[config.mk]
export PLATFORM = sky130hd
export DESIGN_NAME = ram_writer_controller
export DESIGN_NICKNAME = d
export VERILOG_FILES = /design/src/rtl/ram_writer_pkg.sv /design/src/rtl/ram_writer_controller_ram_array.sv /design/src/rtl/ram_writer_controller.sv
export SDC_FILE = /design/constraint.sdc
export NUM_CORES = 1
export LEC_CHECK = 0
export ABC_AREA = 1
export CORE_UTILIZATION = 61
export CTS_CLUSTER_DIAMETER = 100
export DETAILED_ROUTE_END_ITERATION = 7
export PLACE_DENSITY = 0.84
export SYNTH_ARGS = -nofsm -noshare
export SYNTH_HDL_FRONTEND = slang
export SYNTH_SLANG_ARGS = --single-unit
[constraint.sdc]
create_clock -name clk -period 7.3 [get_ports clk]
set_clock_uncertainty 0.2 [all_clocks]
set_input_delay 2.19 -clock clk [delete_from_list [all_inputs] [get_ports clk]]
set_output_delay 2.19 -clock clk [all_outputs]
set_load 0.005 [all_outputs]
[src/rtl/ram_writer_pkg.sv]
// Shared types and defaults for the RAM writer block.
//   wr_state_t  : controller state encoding (IDLE, WRITE, DONE)
//   addr_width  : address width for a given depth (never less than 1 bit)
package ram_writer_pkg;

  localparam int DEFAULT_DATA_WIDTH = 16;
  localparam int DEFAULT_DATA_DEPTH = 6;

  typedef enum logic [1:0] {
    IDLE  = 2'd0,
    WRITE = 2'd1,
    DONE  = 2'd2
  } wr_state_t;

  function automatic int addr_width(input int depth);
    return (depth <= 2) ? 1 : $clog2(depth);
  endfunction

endpackage

[src/rtl/ram_writer_controller_ram_array.sv]
// ram_array: synchronous RAM, one write port and one registered read port.
// Read-first: a read and a write to the same address on the same edge
// return the word stored before that edge.
// Ports:
//   clk, rst     clock, synchronous active-high reset (clears rdata only)
//   we, waddr, wdata   write port
//   re, raddr    read request; out-of-range addresses read back as 0
//   rdata        registered read data, holds when re=0
module ram_array
  import ram_writer_pkg::*;
#(
  parameter int DATA_WIDTH = DEFAULT_DATA_WIDTH,
  parameter int DATA_DEPTH = DEFAULT_DATA_DEPTH,
  localparam int ADDR_WIDTH = addr_width(DATA_DEPTH)
) (
  input  logic                  clk,
  input  logic                  rst,
  input  logic                  we,
  input  logic [ADDR_WIDTH-1:0] waddr,
  input  logic [DATA_WIDTH-1:0] wdata,
  input  logic                  re,
  input  logic [ADDR_WIDTH-1:0] raddr,
  output logic [DATA_WIDTH-1:0] rdata
);

  localparam logic [ADDR_WIDTH:0] DEPTH_EXT = (ADDR_WIDTH+1)'(DATA_DEPTH);

  logic [DATA_WIDTH-1:0] memory [DATA_DEPTH];

  // Contents are deliberately left untouched by reset.
  always_ff @(posedge clk) begin
    if (we) begin
      memory[waddr] <= wdata;
    end
  end

  always_ff @(posedge clk) begin
    if (rst) begin
      rdata <= '0;
    end else if (re) begin
      if ({1'b0, raddr} < DEPTH_EXT) begin
        rdata <= memory[raddr];
      end else begin
        rdata <= '0;
      end
    end
  end

endmodule

[src/rtl/ram_writer_controller.sv]
// ram_writer_controller: after a start pulse, sinks exactly DATA_DEPTH words
// from a valid/ready stream into an internal RAM at sequential addresses,
// then pulses done. A registered random-access read port exposes the RAM.
//
// Optional build macro RAM_WRITER_CHECKSUM_EN adds a checksum output holding
// the modulo-2^DATA_WIDTH sum of the words accepted in the current transfer.
//
// Ports:
//   clk, rst           clock, synchronous active-high reset
//   start              begin a fill (honoured only in IDLE)
//   in_valid, in_data  upstream word
//   in_ready           high while in WRITE
//   busy               high while in WRITE
//   done               one-cycle pulse after the last word is written
//   wr_count           words written in the current/last transfer
//   rd_en, rd_addr     read request
//   rd_data            read data, one cycle after rd_en
//   checksum           (RAM_WRITER_CHECKSUM_EN only) running word sum
//
// state | meaning
// IDLE  | waiting for start, in_ready low
// WRITE | accepting words, one per in_valid cycle
// DONE  | last word written, done high for this one cycle
module ram_writer_controller
  import ram_writer_pkg::*;
#(
  parameter int DATA_WIDTH = DEFAULT_DATA_WIDTH,
  parameter int DATA_DEPTH = DEFAULT_DATA_DEPTH,
  localparam int ADDR_WIDTH = addr_width(DATA_DEPTH)
) (
  input  logic                  clk,
  input  logic                  rst,
  input  logic                  start,
  input  logic                  in_valid,
  input  logic [DATA_WIDTH-1:0] in_data,
  output logic                  in_ready,
  output logic                  busy,
  output logic                  done,
  output logic [ADDR_WIDTH:0]   wr_count,
  input  logic                  rd_en,
  input  logic [ADDR_WIDTH-1:0] rd_addr,
  output logic [DATA_WIDTH-1:0] rd_data
`ifdef RAM_WRITER_CHECKSUM_EN
  ,
  output logic [DATA_WIDTH-1:0] checksum
`endif
);

  localparam logic [ADDR_WIDTH-1:0] LAST_ADDR = ADDR_WIDTH'(DATA_DEPTH - 1);

  wr_state_t             state;
  logic [ADDR_WIDTH-1:0] wr_addr;
  logic                  accept;

  assign in_ready = (state == WRITE);
  assign busy     = (state == WRITE);
  // A word presented on a reset edge is dropped along with the transfer.
  assign accept   = in_ready && in_valid && !rst;

  always_ff @(posedge clk) begin
    if (rst) begin
      state    <= IDLE;
      wr_addr  <= '0;
      wr_count <= '0;
      done     <= 1'b0;
`ifdef RAM_WRITER_CHECKSUM_EN
      checksum <= '0;
`endif
    end else begin
      done <= 1'b0;
      case (state)
        IDLE: begin
          if (start) begin
            state    <= WRITE;
            wr_addr  <= '0;
            wr_count <= '0;
`ifdef RAM_WRITER_CHECKSUM_EN
            checksum <= '0;
`endif
          end
        end
        WRITE: begin
          if (in_valid) begin
            wr_count <= wr_count + 1'b1;
`ifdef RAM_WRITER_CHECKSUM_EN
            checksum <= checksum + in_data;
`endif
            // Address parks on the last slot rather than wrapping.
            if (wr_addr == LAST_ADDR) begin
              state <= DONE;
              done  <= 1'b1;
            end else begin
              wr_addr <= wr_addr + 1'b1;
            end
          end
        end
        DONE: begin
          state <= IDLE;
        end
        default: begin
          state <= IDLE;
        end
      endcase
    end
  end

  ram_array #(
    .DATA_WIDTH(DATA_WIDTH),
    .DATA_DEPTH(DATA_DEPTH)
  ) ram_inst (
    .clk  (clk),
    .rst  (rst),
    .we   (accept),
    .waddr(wr_addr),
    .wdata(in_data),
    .re   (rd_en),
    .raddr(rd_addr),
    .rdata(rd_data)
  );

endmodule

; ---- Yosys cells after proc, flatten, opt, wreduce, memory -nomap -nowiden
; Memory sizes are Yosys's and may differ from the RTL's.
; Cells that the tools add are included.
[totals]
reg_bits = 26
mem_bits_rw = 96
input_bits = 24
out_inout_bits = 23
elab_cells = 41
memories = 1
[classes]
addsub = 2
magnitude_cmp = 1
eq_ne = 6
n_mux = 15
bitwise = 2
reduce_logical = 9
[mem_list]
columns = name, words, width, rd, rd_ports_with_merged_regs, wr, line
row1 = ram_inst.memory, 6, 16, 1, 0, 1, ram_writer_controller_ram_array.sv:28  ; logic [DATA_WIDTH-1:0] memory [DATA_DEPTH];
[op_table]
columns = op, count
row1 = $mux 16, 1
row2 = $mux 3, 3
row3 = $mux 4, 2
row4 = $pmux 4 s2, 1
row5 = $mux 2, 3
row6 = $ne 2x2->1 const B, 3
row7 = $pmux 3 s2, 1
row8 = $reduce_and 3->1, 2
row9 = $add 4x1->4 const B, 1
row10 = $pmux 2 s2, 1
row11 = $reduce_and 4->1, 1
row12 = $add 3x1->3 const B, 1
row13 = $eq 3x3->1 const B, 1
row14 = $lt 3x3->1 const B, 1
row15 = $mux 1, 3
row16 = $reduce_or 3->1, 1
row17 = $eq 2x1->1 const B, 1
row18 = $logic_and 1x1->1, 2
row19 = $logic_not 2->1, 1
row20 = $ne 2x1->1 const B, 1
row21 = $not 1->1, 2
row22 = $reduce_bool 2->1, 1
row23 = $logic_not 1->1, 1

; ---- Depth between registers and ports, before layout
; Gate-level depths: netlist of run 1.
[depth]
depth_word = 5
mapped_depth = 9

; ---- Cells and area by module
; A second synthesis of run 1 with hierarchy kept.
[unflattened]
cells_unflattened = 448
area_unflattened_um2 = 4967.3
[modules_own_cells]
columns = module, instances, cells_per_inst, area_each_um2, seq_area_each_um2
row1 = ram_array, 1, 377, 4449.3, 3203.1
row2 = ram_writer_controller, 1, 71, 518.0, 200.2

; ---- Worst setup path after synthesis of run 1
; Ideal clock, no wire load.
[synth_timing]
path_type = input -> register
startpoint = in in_valid
endpoint = mem ram_inst.memory[4][0] (netlist name), enable pin
setup_time_ns = 0.430
arrival_time_ns = 4.032
required_time_ns = 6.670
setup_slack_ns = 2.637
path_stages = 4
path_cell_list = inv_1 -> nor2_1 -> nand2_1 -> nor4_1
[synth_between]
elab_chain_len = 4
[synth_lines]
columns = element, line
row1 = start: declaration, ram_writer_controller.sv:34  ; input logic in_valid,
row2 = $logic_and 1x1->1 (2 in a row), ram_writer_controller.sv:58  ; assign accept = in_ready && in_valid && !rst;
row3 = $mux 1, ram_writer_controller_ram_array.sv:32  ; if (we) begin
row4 = $mux 1 (not written as such), ram_writer_controller_ram_array.sv:33  ; memory[waddr] <= wdata;
row5 = end: declaration, ram_writer_controller_ram_array.sv:28
; No other way between the ends.

; ---- Worst setup path after layout of run 1
[layout_timing]
startpoint = in rst
endpoint = mem ram_inst.memory[4][13] (netlist name), enable pin
[layout_between]
elab_chain_len = 4
[layout_lines]
columns = element, line
row1 = start: declaration, ram_writer_controller.sv:32  ; input logic rst,
row2 = $logic_not 1->1, ram_writer_controller.sv:58
row3 = $logic_and 1x1->1, ram_writer_controller.sv:58
row4 = $mux 1, ram_writer_controller_ram_array.sv:32
row5 = $mux 1 (not written as such), ram_writer_controller_ram_array.sv:33
; No other way between the ends.

==> reports/results.txt, run 1 <==
Run status -> finished, final reports clean
Main combinational cell family by area after synthesis -> simple AND/OR/NAND/NOR gates
Worst Hold Class -> flip-flop to flip-flop
Crit. Startpoint -> rst
Setup CP Type -> input pin to flip-flop
Hold-fix buffers, CTS -> 0
Startpoint type of the worst setup path -> input pin
Longest Clk Path Bufs -> 2
Routability cong. -> 0.8362
H-tree depth -> 4
Die height -> 91.72 um
Combinational share of power -> 6.4%
Tcrit/Tclk final -> 63.82%
Sequential area share after synthesis -> 69.32%
Setup slack after layout -> 2.641 ns
Drt pass-1 iters -> 6
Worst-path clk slew -> 0.06 ns
Routed vias/inst -> 5.753
Post-route design area -> 5983 sq um
NetSw -> 0.3564 mW
Adder-cell share of the synthesized area -> 0.7645%
Die Wd -> 91.72 um
Synthesized netlist cell count -> 437
HPWL Detailed -> 5944 um
CP required -> 7.32 ns
Post-synthesis mux area share -> 0%
Crit path DAT -> 4.68 ns
Critical Path Sink Type -> flip-flop
Vias -> 3469
Layout cells sized above 1 -> 11.78%
Sequential share of power -> 46.3%
RSZ-0062 raised after global routing -> no
Setup TNS -> 0 ns
Synth cell types -> 26
Largest stage delay, worst path -> 0.89 ns
Sink Count -> 122
Row Count -> 32
Post-Syn Area per Cell -> 11.24 sq um
GR Overflow Total -> 0
Synthesized flop and latch total -> 122
DR WL/cell -> 17.98 um
Worst vdd ir -> 0.2181 mV
XOR/XNOR Fraction of Synth Area -> 0.1784%
Vias in the first global route -> 3528
Ant. Diodes -> 0
Global-route wire length before repair -> 17160 um
Max-Cap Viols -> 0
Die ar. -> 8412 sq um
CTS resizes -> 0
Drt drc -> 0
Ys Warns -> 0
CP Cell Sequence -> clkdlybuf4s50_1, inv_1, nand2_1, nor4_2, buf_4
IO Port Bufs -> 46
Final setup vio count -> 0
Slowest CP cell -> clkdlybuf4s50_1
CTS tree -> yes
I/O Pins -> 47
Commonest cells after routing, fill and taps aside -> 156 x nand2_1, 96 x edfxtp_1, 53 x a21oi_1
Clk_lat worst skew -> 0.52 ns
LEAKAGE -> 2.206 nW
Post-Synthesis Cell Area -> 4910 sq um
Simple-gate share of the synthesized area -> 18.71%
Initial DRC Count -> 266
GRT Overall Usage -> 28.02%
DP Worst Slack -> 2.170 ns
Max Clk Rate -> 214.7 MHz
Largest net degree at the start of global routing -> 35
Worst Tran Pin Value -> 0.9398 ns
Final ANT Viol Nets -> 0
DP Area -> 5411 sq um
Setup bufs post-CTS -> 0
Complex-gate fraction of the synthesized area -> 6.524%
Final min period -> 4.659 ns
Hold Path Origin -> ram_inst.rdata[15]
Fin nets -> 515
Routed WL -> 10840 um
Net Count, Synth -> 464
WP buf/inv -> 3
Sw frac -> 21.47%
Power Density -> 277.4 nW/um^2
Final Hold Viols -> 0
Worst-path fanout max -> 20
RR Startpoint -> state[0]
Slew HR -> 37.15%
Total internal power -> 1.303 mW
CP top delay family -> buffers and inverters
Clock Power Share -> 47.3%
Power Total -> 1.660 mW
Core area -> 7767 sq um
CTS Buf Count -> 17
R2R Setup Slk -> 4.91 ns
P&R area growth vs syn -> 21.87%
Most common cell after layout, fill and taps aside -> nand2_1
CTS root buffer -> clkbuf_8
Initial core utilization -> 63.21%
Slew Limit Fails -> 0
Initial antenna violation count -> 0
cell type report:
type	instances	area, sq um
flip-flops and latches	122	3403
fillers	483	1784
multi-input cells	280	1306
clock buffers	26	540.5
repair buffers	54	520.5
well taps	102	127.6
inverters	13	53.80
clock inverters	6	31.28
cells by family after synthesis:
logic type                 after synthesis
DFF                                    122
and+or+nand+nor                        215
buffers and inverters                   35
xor gates and xnor gates                 1
adders and majority gates                3
AOI/OAI and AO/OA                       61
registers in the layout (all words and copies together), names as in the netlist:
name,cells
wr_count,4
done,1
wr_addr,3
ram_inst.rdata,16
ram_inst.memory,96
state,2
power by group through the flow:
stage | registers (mW) | logic (mW) | clock network (mW)
3_5_place_dp | 0.782 | 0.104 | 0
3_3_place_gp | 0.781 | 0.0994 | 0
6_report | 0.768 | 0.107 | 0.785
5_1_grt | 0.769 | 0.118 | 0.824
2_1_floorplan | 0.781 | 0.0611 | 0
4_1_cts | 0.768 | 0.107 | 0.788
worst paths after layout:
| path | to | depth (start not counted) |
|---|---|---|
| setup reg to reg | ram_inst.memory[4][13] | 5 |
| hold reg to reg | ram_inst.rdata[15] | 2 |
| hold / removal | ram_inst.rdata[15] | 2 |
| setup / recovery | ram_inst.memory[4][13] | 5 |
metrics by stage:
step           util, %  cells  hold WS (ns)
2_1_floorplan        -    437        0.2609
3_3_place_gp     69.67    571        0.2531
3_5_place_dp     69.67    571        0.2608
4_1_cts          77.03    603        0.2693
5_1_grt          77.03    603        0.2961
6_report         77.03    603        0.2648
Yosys cell counts:
cell	count	share of area [%]
a21oi_1	53	5.4
a21oi_2	4	0.71
buf_2	8	0.82
buf_4	6	0.92
buf_6	7	1.6
clkbuf_1	1	0.076
dfxtp_1	26	11
edfxtp_1	96	59
ha_1	3	0.76
inv_1	9	0.69
inv_2	2	0.15
inv_4	2	0.25
nand2_1	156	12
nand2_2	4	0.51
nand2_4	3	0.69
nand3_1	35	3.6
nand3b_1	2	0.31
nand4_1	1	0.13
nor2_1	8	0.61
nor2_2	1	0.13
nor2_8	1	0.41
nor3_1	3	0.31
nor4_1	1	0.13
o21ai_0	3	0.31
o21ai_1	1	0.10
xor2_1	1	0.18
per-layer routing:
layer | vias up | track usage (%) | wire (um)
met5 | - | 0 | 0
met4 | 0 | 13.28 | 266
met3 | 30 | 6.965 | 734
met2 | 181 | 50.06 | 5749
met1 | 1654 | 31.42 | 4093
li1 | 1604 | - | -
tightest hold or removal path, cell delays in order, from the launching register on:
cell	delay, ns
dfxtp_1	0.31
nand2_1	0.06
a21oi_1	0.05
No activity file was read; power rests on OpenSTA's default activity.
==> run 2, diff against run 1 <==
- CORE_UTILIZATION: 61 -> 56
- PLACE_DENSITY: 0.84 -> 0.78
- clock period: 7.3 -> 4.75 ns (I/O delays scaled with it)
==> run 2 against run 1 <==
Against the previous run: via count rose by 0.61%; final cell count rose by 1.0%; worst hold slack barely moved; worst setup slack got worse by 1.2 ns; critical endpoint is now ram_inst.memory[0][8].
==> reports/results.txt, run 2 (synthesis gave the netlist of run 1 again) <==
Die Wd -> 95.64 um (+4.3%)
Worst vdd ir -> 0.2918 mV (+34%)
Worst R2R End -> ram_inst.memory[0][8]
CTS Buf Count -> 17 (unchanged)
Max Clk Rate -> 300.9 MHz
Layout cells sized above 1 -> 12.70% (+0.92 points)
Fillers -> 549 (+14%)
Most flops, register -> ram_inst.memory
Hold slack -> 0.2647 ns (-0.00003000 ns)
Power Total -> 2.590 mW (+56%)
Final Hold Viols -> 0 (unchanged)
Largest stage delay, worst path -> 0.67 ns (-0.22 ns)
Clk_lat worst skew -> 0.52 ns (about the same)
Vias -> 3490 (+0.61%)
Drt pass-1 iters -> 6 (unchanged)
Largest regs -> ram_inst.memory (96), ram_inst.rdata (16), wr_count (4)
Fin nets -> 518 (+0.58%)
Power Density -> 430.6 nW/um^2 (+55%)
Tcrit/Tclk final -> 69.98%
Hold-fix buffers, CTS -> 0 (unchanged)
Setup bufs post-CTS -> 0 (unchanged)
CP Cell Sequence -> clkdlybuf4s50_1, buf_4, inv_1, nand2_1, nor3_2, buf_4
Setup slack after layout -> 1.426 ns (-1.215 ns)
Initial core utilization -> 58.87% (-4.3 points)
Slew HR -> 36.29% (-0.86 points)
Commonest cells after routing, fill and taps aside -> 156 x nand2_1, 96 x edfxtp_1, 53 x a21oi_1
Max-Cap Viols -> 0 (unchanged)
I/O Pins -> 47 (unchanged)
HPWL Detailed -> 6074 um (+2.2%)
CTS resizes -> 0 (unchanged)
Top cell by count, worst path -> buf_4
Initial DRC Count -> 246 (-7.5%)
Hold path depth -> 2 (unchanged)
Final min period -> 3.324 ns
Final ANT Viol Nets -> 0 (unchanged)
Post-route design area -> 6016 sq um (+0.54%)
Worst-path fanout max -> 20 (unchanged)
Row Count -> 33 (+3.1%)
Hold EP -> ram_inst.rdata[11]
Drt drc -> 0 (unchanged)
Routed WL -> 10980 um (+1.3%)
DP Area -> 5438 sq um (+0.49%)
Hold Path Origin -> ram_inst.rdata[11]
CP required -> 4.77 ns (-2.55 ns)
RSZ-0062 raised after global routing -> no
Largest register FFs -> 96 (unchanged)
WP buf/inv -> 4 (+1)
Routed vias/inst -> 5.731 (-0.39%)
CTS root buffer -> clkbuf_8
Worst-path clk slew -> 0.06 ns (about the same)
R2R Setup Slk -> 2.41 ns (-2.50 ns)
Sink Count -> 122 (unchanged)
Slowest CP cell -> nor3_2
Final setup vio count -> 0 (unchanged)
CTS tree -> yes
Die height -> 95.64 um (+4.3%)
Worst R2R Path Depth -> 5 (unchanged)
Routability cong. -> 0.8235 (-1.5%)
Longest Clk Path Bufs -> 2 (unchanged)
LEAKAGE -> 2.195 nW (-0.51%)
Critical Path Sink Type -> flip-flop
DR WL/cell -> 18.04 um (+0.29%)
CP top delay family -> buffers and inverters
GRT Overall Usage -> 26.52% (-1.5 points)
Core area -> 8341 sq um (+7.4%)
RR Startpoint -> state[0]
Vias in the first global route -> 3400 (-3.6%)
Setup TNS -> 0 ns (unchanged)
IO Port Bufs -> 46 (unchanged)
Most common cell after layout, fill and taps aside -> nand2_1
Worst Hold Class -> flip-flop to flip-flop
Worst Tran Pin Value -> 0.9527 ns (+0.01286 ns)
GR Overflow Total -> 0 (unchanged)
Die ar. -> 9146 sq um (+8.7%)
Slew Limit Fails -> 0 (unchanged)
Initial antenna violation count -> 0 (unchanged)
Setup CP Type -> input pin to flip-flop
Largest net degree at the start of global routing -> 33 (-5.7%)
Crit path DAT -> 3.35 ns (-1.33 ns)
P&R area growth vs syn -> 22.53%
Startpoint type of the worst setup path -> input pin
Global-route wire length before repair -> 17050 um (-0.65%)
Run status -> finished, final reports clean
H-tree depth -> 4 (unchanged)
Ant. Diodes -> 0 (unchanged)
DP Worst Slack -> 0.9799 ns (-1.190 ns)
run 2: changes by cell type in the layout (fill, tap and decap cells not counted), sizes merged:
cell and delta:
clkinv +1, clkbuf -8, clkinvlp +6, inv -1, buf +3, bufinv +2
run 2: stage by stage:
step	utilization (%)	instances
3_3_place_gp	65.20	577
2_1_floorplan	-	437
4_1_cts	72.13	609
5_1_grt	72.13	609
6_report	72.13	609
3_5_place_dp	65.20	577
run 2: routing by layer:
layer | vias to the layer above | GRT usage, % | part of all wire, %
li1 | 1610 | - | -
met1 | 1656 | 31.70 | 40
met2 | 192 | 44.64 | 51
met3 | 32 | 6.220 | 6.9
met4 | 0 | 13.93 | 2.6
met5 | - | 0 | 0
run 2: final cells by class:
cell class / count / area, sq um / area share (%)
multi-input cells: 280 / 1306 / 21.71
clock inverters: 14 / 150.1 / 2.496
inverters: 13 / 53.80 / 0.8943
flip-flops and latches: 122 / 3403 / 56.57
repair buffers: 57 / 543.0 / 9.027
well taps: 105 / 131.4 / 2.184
clock buffers: 18 / 427.9 / 7.113
run 2: how the worst max path moves through the flow:
stage          startpoint                     to  slack [ns]  cells after the start
6_report              rst  ram_inst.memory[0][8]        1.43                      6
5_1_grt          state[0]                   busy        1.35                      3
4_1_cts          state[0]                   busy        1.42                      3
3_5_place_dp          rst  ram_inst.memory[0][7]        0.98                      6
3_3_place_gp     in_valid  ram_inst.memory[0][7]        1.05                      6
2_1_floorplan    in_valid  ram_inst.memory[4][0]        0.85                      4
run 2: where the power goes:
part           leakage [nW]  internal (mW)  total (mW)  switching [mW]
Sequential             1.08           1.17        1.18          0.0120
Combinational         0.853         0.0666       0.165          0.0986
Clock                 0.265          0.760        1.24           0.485
run 2: worst register-to-register path, stage by stage (launching register included):
cell and delay (ns):
dfxtp_1 0.42, nand2_1 0.12, nor2_1 0.14, nand2_1 0.17, nor3_2 0.67, buf_4 0.32
==> run 3, diff against run 2 <==
- CORE_UTILIZATION: 56 -> 51
- PLACE_DENSITY: 0.78 -> 0.75
- clock period: 4.75 -> 2.9 ns (I/O delays scaled with it)
==> run 3 against run 2 <==
Against the previous run: critical path depth down 3; final area up 2.3%; clock-buffer cell count up 5; via count down 2.8%; clock power up 65%; critical path type is now flip-flop to output port; die area up 9.6%; sequential share of layout area down 1.3 points; total power up 65%; first-iteration DRC count down 17%; global-route usage down 2.8 points; combinational power up 72%.
==> reports/results.txt, run 3 (synthesis gave the netlist of run 1 again) <==
Sw frac -> 20.80% (-2.2 points)
Vias in the first global route -> 3359 (-1.2%)
WP buf/inv -> 2 (-2)
Clk_lat worst skew -> 0.52 ns (about the same)
Slew Limit Fails -> 0 (unchanged)
Core area -> 9284 sq um (+11%)
Power Total -> 4.264 mW (+65%)
Post-route design area -> 6153 sq um (+2.3%)
Drt pass-1 iters -> 4 (-2)
Worst Hold Class -> flip-flop to flip-flop
Placed cells -> 604 (+4.7%)
GR Overflow Total -> 0 (unchanged)
DR WL/cell -> 16.94 um (-6.0%)
Initial core utilization -> 52.88% (-6.0 points)
DP Area -> 5574 sq um (+2.5%)
Vias -> 3392 (-2.8%)
Drt drc -> 0 (unchanged)
Most common cell after layout, fill and taps aside -> nand2_1
Final setup vio count -> 0 (unchanged)
Worst-path clk slew -> 0.05 ns (about the same)
I/O Pins -> 47 (unchanged)
Layout cells sized above 1 -> 12.23% (-0.47 points)
Max-Cap Viols -> 0 (unchanged)
Hold-fix buffers, CTS -> 0 (unchanged)
Largest register FFs -> 96 (unchanged)
Largest net degree at the start of global routing -> 33 (unchanged)
Multi-input gate area -> 1315 sq um (+0.67%)
Fin nets -> 521 (+0.58%)
Initial DRC Count -> 203 (-17%)
Slowest CP cell -> clkdlybuf4s50_1
Non-Filler Instances -> 636 (+4.4%)
CP required -> 1.83 ns (-2.94 ns)
Initial antenna violation count -> 0 (unchanged)
Register area -> 3403 sq um (unchanged)
Max Clk Rate -> 365.7 MHz
Die Wd -> 100.1 um (+4.7%)
Die height -> 100.1 um (+4.7%)
NetSw -> 0.8867 mW (+49%)
Slew HR -> 72.64% (+36 points)
GRT Overall Usage -> 23.73% (-2.8 points)
IO Port Bufs -> 46 (unchanged)
Setup TNS -> 0 ns (unchanged)
Routed WL -> 10780 um (-1.9%)
Routed vias/inst -> 5.333 (-6.9%)
Sink Count -> 122 (unchanged)
Sequential share of power -> 45.3% (-0.3 points)
Clock Power Share -> 48.0% (about the same)
Most flops, register -> ram_inst.memory
Routability cong. -> 0.9250 (+12%)
Global-route wire length before repair -> 17130 um (+0.49%)
Fillers -> 675 (+23%)
Run status -> finished, final reports clean
CTS root buffer -> clkbuf_8
Combinational share of power -> 6.6% (+0.2 points)
Worst Tran Pin Value -> 0.4099 ns (-0.5428 ns)
Ant. Diodes -> 0 (unchanged)
Startpoint type of the worst setup path -> flip-flop
Worst-path fanout max -> 6 (-70%)
Hold slack -> 0.2590 ns (-0.005756 ns)
P&R area growth vs syn -> 25.33%
Final ANT Viol Nets -> 0 (unchanged)
CP top delay family -> buffers and inverters
Critical Path Sink Type -> output port
Crit path DAT -> 1.66 ns (-1.69 ns)
CP Cell Sequence -> inv_2, nor2_8, clkdlybuf4s50_1
CTS tree -> yes
Row Count -> 35 (+6.1%)
Tcrit/Tclk final -> 94.29%
Commonest cells after routing, fill and taps aside -> 156 x nand2_1, 96 x edfxtp_1, 53 x a21oi_1
Largest stage delay, worst path -> 0.52 ns (-0.15 ns)
HPWL Detailed -> 6453 um (+6.2%)
CTS resizes -> 0 (unchanged)
Final min period -> 2.734 ns
Worst vdd ir -> 0.5329 mV (+83%)
Total internal power -> 3.377 mW (+69%)
Power Density -> 692.9 nW/um^2 (+61%)
Largest regs -> ram_inst.memory (96), ram_inst.rdata (16), wr_count (4)
RSZ-0062 raised after global routing -> no
Die ar. -> 10020 sq um (+9.6%)
Longest Clk Path Bufs -> 2 (unchanged)
Setup bufs post-CTS -> 0 (unchanged)
LEAKAGE -> 2.255 nW (+2.7%)
Setup CP Type -> flip-flop to output port
CTS Buf Count -> 17 (unchanged)
Final Hold Viols -> 0 (unchanged)
H-tree depth -> 4 (unchanged)
## run 3: cell count changes in the layout (fill, tap and decap cells not counted), sizes merged
cell	before	now
clkinvlp	6	0
clkbuf	18	23
buf	11	14
bufinv	2	3
## run 3: final timing paths
kind	startpoint	end	slack (ns)	cells past startpoint
worst min-delay path	ram_inst.rdata[14]	ram_inst.rdata[14]	0.26	2
worst max-delay path	state[0]	in_ready	0.17	3
worst min register to register	ram_inst.rdata[14]	ram_inst.rdata[14]	0.26	2
worst max register to register	state[1]	ram_inst.memory[4][12]	1.00	6
## run 3: power by group through the flow
stage	clock network, mW	logic, mW	registers (mW)
after detailed placement	0	0.281	1.97
after floorplan	0	0.154	1.97
after CTS	2.07	0.286	1.93
final	2.05	0.283	1.93
after global placement	0	0.273	1.97
after global routing	2.15	0.313	1.94
## run 3: layout make-up
type	count	area share, %
tap	129	2.623
inverter	13	0.8743
clock buffer	23	7.422
clock inverter	9	1.993
sequential	122	55.31
multi-input combinational	280	21.37
timing repair buffer	60	10.41
## run 3: metal layers
| metal | global-route usage [%] | vias up | routed length [um] |
|---|---|---|---|
| li1 | - | 1613 | - |
| met1 | 28.46 | 1631 | 4320 |
| met2 | 40.37 | 123 | 5531 |
| met3 | 5.850 | 25 | 632 |
| met4 | 11.48 | 0 | 293 |
| met5 | 0 | - | 0 |
## run 3: tightest hold or removal path: stages, from the launching register on
cell	delay, ns
dfxtp_1	0.30
nand2_1	0.06
a21oi_1	0.05
## run 3: stage by stage
stage	setup WS (ns)	util, %
global placement	0.1867	60.04
global route	0.1033	66.28
floorplan	0.002344	-
finish	0.1655	66.28
detailed placement	0.1473	60.04
CTS	0.1473	66.28
